**config.mk**
```make
export PLATFORM = sky130hd
export DESIGN_NAME = tile_load_sequencer
export DESIGN_NICKNAME = d
export VERILOG_FILES = /design/src/rtl/tile_load_sequencer.sv
export SDC_FILE = /design/constraint.sdc
export NUM_CORES = 1
export LEC_CHECK = 0
export CAP_MARGIN = 20
export CORE_MARGIN = 2
export CORE_UTILIZATION = 57
export CTS_BUF_LIST = sky130_fd_sc_hd__clkbuf_8
export CTS_CLUSTER_DIAMETER = 200
export DETAILED_ROUTE_END_ITERATION = 8
export HOLD_SLACK_MARGIN = 0.1
export PLACE_DENSITY_LB_ADDON = 0.15
export SLEW_MARGIN = 20
export SYNTH_ARGS = -nofsm -noshare
export SYNTH_HDL_FRONTEND = slang
export SYNTH_SLANG_ARGS = --single-unit
```
**constraint.sdc**
```tcl
create_clock -name clk -period 6.11 [get_ports clk]
set_clock_uncertainty 0.15 [all_clocks]
set_input_delay 1.5275 -clock clk [delete_from_list [all_inputs] [get_ports clk]]
set_output_delay 1.5275 -clock clk [all_outputs]
set_load 0.1 [all_outputs]
```
**src/rtl/tile_load_sequencer.sv**
```systemverilog
// Tile load sequencer: streams host words into kernel memory (once per run), then input
// memory and overlap cache for each tile, handing each resident tile to the compute FSM.
module tile_load_sequencer #(
    parameter int IO_DATA_WIDTH = 16,
    parameter int TILE_W        = 64,
    parameter int TILE_H        = 128,
    parameter int TILE_IN_CH    = 2,
    parameter int TILE_OUT_CH   = 16,
    parameter int KERNEL_SIZE   = 3,
    parameter int NB_TILES      = 16
) (
    input  logic                        clk,
    input  logic                        rst_in,
    input  logic                        start,
    input  logic [IO_DATA_WIDTH-1:0]    s_data,
    input  logic                        s_valid,
    output logic                        s_ready,
    output logic [15:0]                 wr_addr,
    output logic [IO_DATA_WIDTH-1:0]    wr_data,
    output logic                        int_mem_we,
    output logic                        overlap_cache_we,
    output logic                        data_ready,
    input  logic                        fsm_done,
    output logic [$clog2(NB_TILES)-1:0] tile_idx,
    output logic                        busy,
    output logic                        run_done
);
    localparam int TW = $clog2(NB_TILES);

    localparam logic [3:0]    OUTCH_LAST = 4'(TILE_OUT_CH - 1);
    localparam logic [1:0]    K_LAST     = 2'(KERNEL_SIZE - 1);
    localparam logic [5:0]    X_LAST     = 6'(TILE_W - 1);
    localparam logic [6:0]    Y_LAST     = 7'(TILE_H - 1);
    localparam logic [0:0]    INCH_LAST  = 1'(TILE_IN_CH - 1);
    localparam logic [TW-1:0] TILE_LAST  = TW'(NB_TILES - 1);

    typedef enum logic [2:0] {
        S_IDLE, S_LD_KERNEL, S_LD_INPUT, S_LD_OVERLAP, S_FLUSH, S_WAIT_CMP, S_FIN
    } state_t;

    state_t                   state_q, state_d;
    logic                     s_ready_q, s_ready_d;
    logic [15:0]              wr_addr_q, wr_addr_d;
    logic [IO_DATA_WIDTH-1:0] wr_data_q, wr_data_d;
    logic                     int_mem_we_q, int_mem_we_d;
    logic                     overlap_cache_we_q, overlap_cache_we_d;
    logic                     data_ready_q, data_ready_d;
    logic                     busy_q, busy_d;
    logic                     run_done_q, run_done_d;
    logic [TW-1:0]            tile_idx_q, tile_idx_d;
    logic [3:0]               outch_q, outch_d;
    logic [1:0]               kx_q, kx_d, ky_q, ky_d;
    logic [5:0]               x_q, x_d;
    logic [6:0]               y_q, y_d;
    logic [0:0]               inch_q, inch_d;
    logic                     beat;

    always_comb begin
        state_d            = state_q;
        wr_addr_d          = wr_addr_q;
        wr_data_d          = wr_data_q;
        int_mem_we_d       = 1'b0;
        overlap_cache_we_d = 1'b0;
        tile_idx_d         = tile_idx_q;
        outch_d            = outch_q;
        kx_d               = kx_q;
        ky_d               = ky_q;
        x_d                = x_q;
        y_d                = y_q;
        inch_d             = inch_q;
        beat               = s_valid & s_ready_q;

        if (beat) begin
            wr_data_d = s_data;
        end

        case (state_q)
            S_IDLE: begin
                outch_d    = '0;
                kx_d       = '0;
                ky_d       = '0;
                x_d        = '0;
                y_d        = '0;
                inch_d     = '0;
                tile_idx_d = '0;
                if (start) state_d = S_LD_KERNEL;
            end
            S_LD_KERNEL: if (beat) begin
                wr_addr_d    = {1'b1, 6'b0, inch_q, ky_q, kx_q, outch_q};
                int_mem_we_d = 1'b1;
                // kx/ky wrap at KERNEL_SIZE-1, so the unused field code 3 never appears
                if (outch_q != OUTCH_LAST) outch_d = outch_q + 4'd1;
                else begin
                    outch_d = '0;
                    if (kx_q != K_LAST) kx_d = kx_q + 2'd1;
                    else begin
                        kx_d = '0;
                        if (ky_q != K_LAST) ky_d = ky_q + 2'd1;
                        else begin
                            ky_d = '0;
                            if (inch_q != INCH_LAST) inch_d = inch_q + 1'b1;
                            else begin
                                inch_d  = '0;
                                state_d = S_LD_INPUT;
                            end
                        end
                    end
                end
            end
            S_LD_INPUT: if (beat) begin
                wr_addr_d    = {2'b0, inch_q, y_q, x_q};
                int_mem_we_d = 1'b1;
                if (x_q != X_LAST) x_d = x_q + 6'd1;
                else begin
                    x_d = '0;
                    if (y_q != Y_LAST) y_d = y_q + 7'd1;
                    else begin
                        y_d = '0;
                        if (inch_q != INCH_LAST) inch_d = inch_q + 1'b1;
                        else begin
                            inch_d  = '0;
                            state_d = S_LD_OVERLAP;
                        end
                    end
                end
            end
            S_LD_OVERLAP: if (beat) begin
                wr_addr_d          = {8'b0, inch_q, y_q};
                overlap_cache_we_d = 1'b1;
                if (y_q != Y_LAST) y_d = y_q + 7'd1;
                else begin
                    y_d = '0;
                    if (inch_q != INCH_LAST) inch_d = inch_q + 1'b1;
                    else begin
                        inch_d  = '0;
                        state_d = S_FLUSH;
                    end
                end
            end
            S_FLUSH: state_d = S_WAIT_CMP;
            S_WAIT_CMP: if (fsm_done) begin
                if (tile_idx_q < TILE_LAST) begin
                    tile_idx_d = tile_idx_q + 1'b1;
                    state_d    = S_LD_INPUT;
                end else begin
                    state_d = S_FIN;
                end
            end
            S_FIN: state_d = S_IDLE;
            default: state_d = S_IDLE;
        endcase

        // Status outputs are registered from the next state so they line up with it.
        s_ready_d    = (state_d == S_LD_KERNEL) || (state_d == S_LD_INPUT) ||
                       (state_d == S_LD_OVERLAP);
        data_ready_d = (state_d == S_WAIT_CMP);
        busy_d       = (state_d != S_IDLE);
        run_done_d   = (state_d == S_FIN);
        if (state_d == S_IDLE) tile_idx_d = '0;
    end

    always_ff @(posedge clk) begin
        if (rst_in) begin
            state_q            <= S_IDLE;
            s_ready_q          <= 1'b0;
            wr_addr_q          <= '0;
            wr_data_q          <= '0;
            int_mem_we_q       <= 1'b0;
            overlap_cache_we_q <= 1'b0;
            data_ready_q       <= 1'b0;
            busy_q             <= 1'b0;
            run_done_q         <= 1'b0;
            tile_idx_q         <= '0;
            outch_q            <= '0;
            kx_q               <= '0;
            ky_q               <= '0;
            x_q                <= '0;
            y_q                <= '0;
            inch_q             <= '0;
        end else begin
            state_q            <= state_d;
            s_ready_q          <= s_ready_d;
            wr_addr_q          <= wr_addr_d;
            wr_data_q          <= wr_data_d;
            int_mem_we_q       <= int_mem_we_d;
            overlap_cache_we_q <= overlap_cache_we_d;
            data_ready_q       <= data_ready_d;
            busy_q             <= busy_d;
            run_done_q         <= run_done_d;
            tile_idx_q         <= tile_idx_d;
            outch_q            <= outch_d;
            kx_q               <= kx_d;
            ky_q               <= ky_d;
            x_q                <= x_d;
            y_q                <= y_d;
            inch_q             <= inch_d;
        end
    end

    assign s_ready          = s_ready_q;
    assign wr_addr          = wr_addr_q;
    assign wr_data          = wr_data_q;
    assign int_mem_we       = int_mem_we_q;
    assign overlap_cache_we = overlap_cache_we_q;
    assign data_ready       = data_ready_q;
    assign busy             = busy_q;
    assign run_done         = run_done_q;
    assign tile_idx         = tile_idx_q;

endmodule

```
Word level (Yosys, flattened, before mapping)
Cells that the tools add are included.
Cells by class
  order comparisons: 1
  add/subtract/negate cells: 7
  multiplexer cells: 54
  equal/unequal tests: 24
  bitwise logic cells: 3
  reduce and logical (&&, ||, !) cells: 23
Operators by type and width (number)
  $mux 16: 3
  $pmux 16 s3: 1
  $mux 3: 15
  $mux 7: 4
  $ne 2x2->1 const B: 11
  $pmux 7 s3: 1
  $pmux 3 s6: 1
  $mux 4: 4
  $pmux 4 s2: 2
  $mux 2: 7
  $eq 3x2->1 const B: 4
  $eq 3x3->1 const B: 4
  $mux 6: 2
  $pmux 6 s2: 1
  $reduce_and 4->1: 3
  $mux 1: 10
  $reduce_bool 3->1: 3
  $add 4x1->4 const B: 2
  $pmux 2 s2: 2
  $reduce_and 8->1: 1
  $reduce_or 2->1: 4
  $add 7x1->7 const B: 1
  $ne 7x7->1 const B: 1
  $add 6x1->6 const B: 1
  other kinds (15): 24
Word-level totals
  register bits: 67
  logic and storage cells: 128

Longest topological paths before layout
  depth after elaboration: 9
  mapped depth: 8

Worst setup path before layout
Ideal clock, no wire load.
  path type: input to register
  start: input port s_valid
  end: register kx_q[1]
  library setup time: 0.128 ns
  cell stages on the path: 5
  path slack: 3.086 ns
  arrival: 2.747 ns
  required time: 5.832 ns
  cells stage by stage: nand2_1 -> a211oi_1 -> o21ai_0 -> a22oi_1 -> nor2_1
On the way
  word-level cells in the longest chain between the ends: 3
RTL lines
  from (decl): line 16  | input logic s_valid,
  $and 1x1->1: line 71  | beat = s_valid & s_ready_q;
  $ne 2x2->1 (no source line)
  $reduce_and 3->1 (no source line)
  to (signal assigned): line 192  | kx_q <= kx_d;
  to (decl): line 52  | logic [1:0] kx_q, kx_d, ky_q, ky_d;
Every way passes these cells.
A chain may end at the register's enable or synchronous reset.

Worst setup path in the final report
Ends and elaborated chain as after synthesis.

==> results.py <==
metrics = {
    "logic_synthesis": {
        "yosysWarnings": 0,
        "synth-edff-count": 0,
        "synth_top_family_by_area": "simple AND/OR/NAND/NOR gates",
        "synth.avg_cell_area_um2": 8.239,
        "ys_ff_latch": 66,
        "synthAdderAreaFrac_pct": 1.660,
        "ys_types": 52,
        "synthArstFlopShare_pct": 0,
        "synth-xor-area-share_pct": 1.743,
        "synth_flop_cell": "dfxtp_1",
        "synth_seq_area_share_pct": 43.82,
        "syn-cell-area_um2": 3015,
        "syn_inst": 366,
        "synthMuxAreaShare_pct": 3.983,
        "synthesis.nets": 391,
        "synth_compound_area_share_pct": 20.29,
        "yosys.area_share.simple_pct": 24.23,
    },
    "timing": {
        "slew-limit-headroom_pct": 33.17,
        "final_max_slew_viol_count": 0,
        "setup-tns-final_ns": 0,
        "setup_viol": 0,
        "finalCritPeriodShare_pct": 65.70,
        "timing.fmax_mhz": 249.1,
        "rsz0062_at_grt": "false",
        "period_minus_slack_ns": 4.014,
        "finalHoldViolCount": 0,
        "tightestPinTransition_ns": 0.9993,
        "setup_ws_ns": 2.096,
    },
    "detailed_routing": {
        "wl_met2_um": 3359,
        "met3_length_um": 522,
        "first_pass_iters": 4,
        "top_signal_layer_used": "met4",
        "avgRoutedWirePerCell_um": 14.62,
        "vias": 2861,
        "drt_wl_total_um": 7166,
        "met1_length_um": 3105,
        "avgViaCountPerCell": 5.839,
        "drt_iter0_drc": 212,
        "drc": 0,
        "ant_nets": 0,
    },
    "global_routing": {
        "grt_max_degree": 55,
        "grt-ovfl-total": 0,
        "antenna_found_initial": 0,
        "first_global_vias": 2603,
        "grt_use_total_pct": 24.83,
        "grt_pass1_wl_um": 11850,
    },
    "setup_path": {
        "critPathBufInv": 1,
        "cp_data_arrival_time_ns": 4.06,
        "slowest_delay_ns": 0.93,
        "cp_data_required_time_ns": 6.15,
        "slowest_stage": "a211oi_1",
        "crit_chain": "clkdlybuf4s50_1 > nand2_1 > a211oi_1 > o21ai_0 > a22oi_1 > nor2_1",
        "worst-setup-path-type": "in2reg",
        "cp_top_family": "compound AO/OA/AOI/OAI gates",
        "startpoint": "s_valid",
        "start_kind": "primary input",
        "end_kind": "flop",
        "r2r-start": "s_ready",
        "path_max_fanout": 24,
    },
    "pwr": {
        "p_clk_share_pct": 37.7,
        "leakage_nw": 1.286,
        "p_int_mw": 0.6694,
        "total_power_mw": 0.9244,
        "powerDensity_nw_per_um2": 243.4,
        "swShare_pct": 27.59,
        "worst_ir_drop_vdd_v": 0.0001914,
        "p_sw_mw": 0.2550,
        "power_frac_comb_pct": 13.7,
        "pwr-share-seq_pct": 48.6,
    },
    "die": {
        "num_rows": 26,
        "die_w_um": 76.74,
        "die_y_um": 76.74,
        "core_um2": 5107,
        "die_area_um2": 5888,
        "initial_core_util_pct": 59.04,
        "ios": 63,
    },
    "cells_and_area": {
        "fin_util_pct": 74.38,
        "nets": 441,
        "layout-drive-gt1-share_pct": 5.714,
        "final_area_um2": 3799,
        "num_antenna_cells": 0,
        "syn_to_final_growth_pct": 25.97,
    },
    "place": {
        "portBuffers": 61,
        "place_ws_ns": 1.813,
        "dpl_cell_area_um2": 3613,
        "gp_congestion": 0.8697,
        "place_hpwl_um": 4880,
    },
    "clocking": {
        "clkLatencyLatePin_ns": 0.34,
        "cts_hold_buf": 0,
        "clockBufferDepth": 2,
        "cts-root-buf": "clkbuf_8",
        "cts_setup_buffers": 0,
        "cts_sinks": 66,
        "path_clk_slew_ns": 0.07,
        "cts_resized": 0,
        "htree_levels": 3,
        "cts_buffers": 9,
        "cts_tree": "yes",
    },
    "worst_hold_path": {
        "hold_class": "reg2reg",
        "holdCritStartpoint": "wr_data[7]",
    },
    "flow_run": {
        "max-cap-violations": 0,
    },
    "outcome": {
        "outcome": "complete, no violations",
    },
}
==> final cells by class <==
cell class | instances | area, um2
fillers | 427 | 1309
clock buffers | 10 | 137.6
repair buffers | 62 | 613.1
well taps | 70 | 87.58
multi-input cells | 271 | 1569
flip-flops and latches | 66 | 1321
inverters | 6 | 22.52
clock inverters | 5 | 47.55
==> cell usage in the layout (no fill, tap or decap), types with 9 or more instances in the layout <==
master,n
a211oi_1,13
a21oi_1,44
a22oi_1,9
clkbuf_8,10
clkdlybuf4s50_1,60
dfxtp_1,66
mux2i_1,12
nand2_1,46
nand3_1,16
nor2_1,43
o21ai_0,10
==> synthesized netlist by cell type, drive strengths merged, types with 8 or more instances <==
master | n | area share, %
o21ai | 10 | 1.7
dfxtp | 66 | 44
clkbuf | 14 | 1.7
mux2i | 12 | 4.0
a22oi | 9 | 2.2
buf | 9 | 1.7
nor3 | 8 | 1.5
a21oi | 44 | 7.3
a211oi | 13 | 3.2
nand3 | 16 | 2.7
nor2 | 43 | 5.4
nand2 | 46 | 5.7
==> flip-flops by register name, summed over array words and instances (netlist names) <==
name              count
wr_data              16
wr_addr              15
y_q                   7
x_q                   6
outch_q               4
tile_idx              4
state_q               3
kx_q                  2
ky_q                  2
busy                  1
data_ready            1
inch_q                1
int_mem_we            1
overlap_cache_we      1
run_done              1
s_ready               1
==> stage by stage <==
step,hold slack (ns),instances
CTS,0.3097,490
finish,0.3067,490
floorplan,0.2980,366
detailed placement,0.2992,475
global placement,0.2907,475
global route,0.3251,490
==> worst paths after layout <==
| path | endpoint | slack [ns] | cells after the start |
|---|---|---|---|
| min | wr_data[7] | 0.31 | 2 |
| max | kx_q[1] | 2.10 | 6 |
| max reg2reg | kx_q[1] | 3.41 | 5 |
| min reg2reg | wr_data[7] | 0.31 | 2 |
==> cell families after synthesis <==
group	after synthesis
XOR/XNOR	6
buffers and inverters	29
AO/OA/AOI/OAI	98
multiplexers	12
flip-flops	66
other	1
adder cells (fa/ha/maj)	4
AND/OR/NAND/NOR	150
==> worst min-delay path, stage by stage, from the launching register on <==
cell and delay, ns:
dfxtp_1 0.31, nand2_1 0.05, a21oi_1 0.05
==> power groups by stage <==
stage               clock (mW)  sequential (mW)  combinational [mW]
floorplan                    0            0.501              0.0492
global placement             0            0.458               0.125
detailed placement           0            0.459               0.126
CTS                      0.351            0.449               0.126
global route             0.370            0.451               0.134
finish                   0.349            0.449               0.127
==> per-layer routing <==
metal | global-route usage, % | vias up
li1 | - | 1410
met1 | 31.45 | 1332
met2 | 38.95 | 100
met3 | 6.588 | 19
met4 | 12.73 | 0
met5 | 0 | -
(Power assumes the default switching activity.)
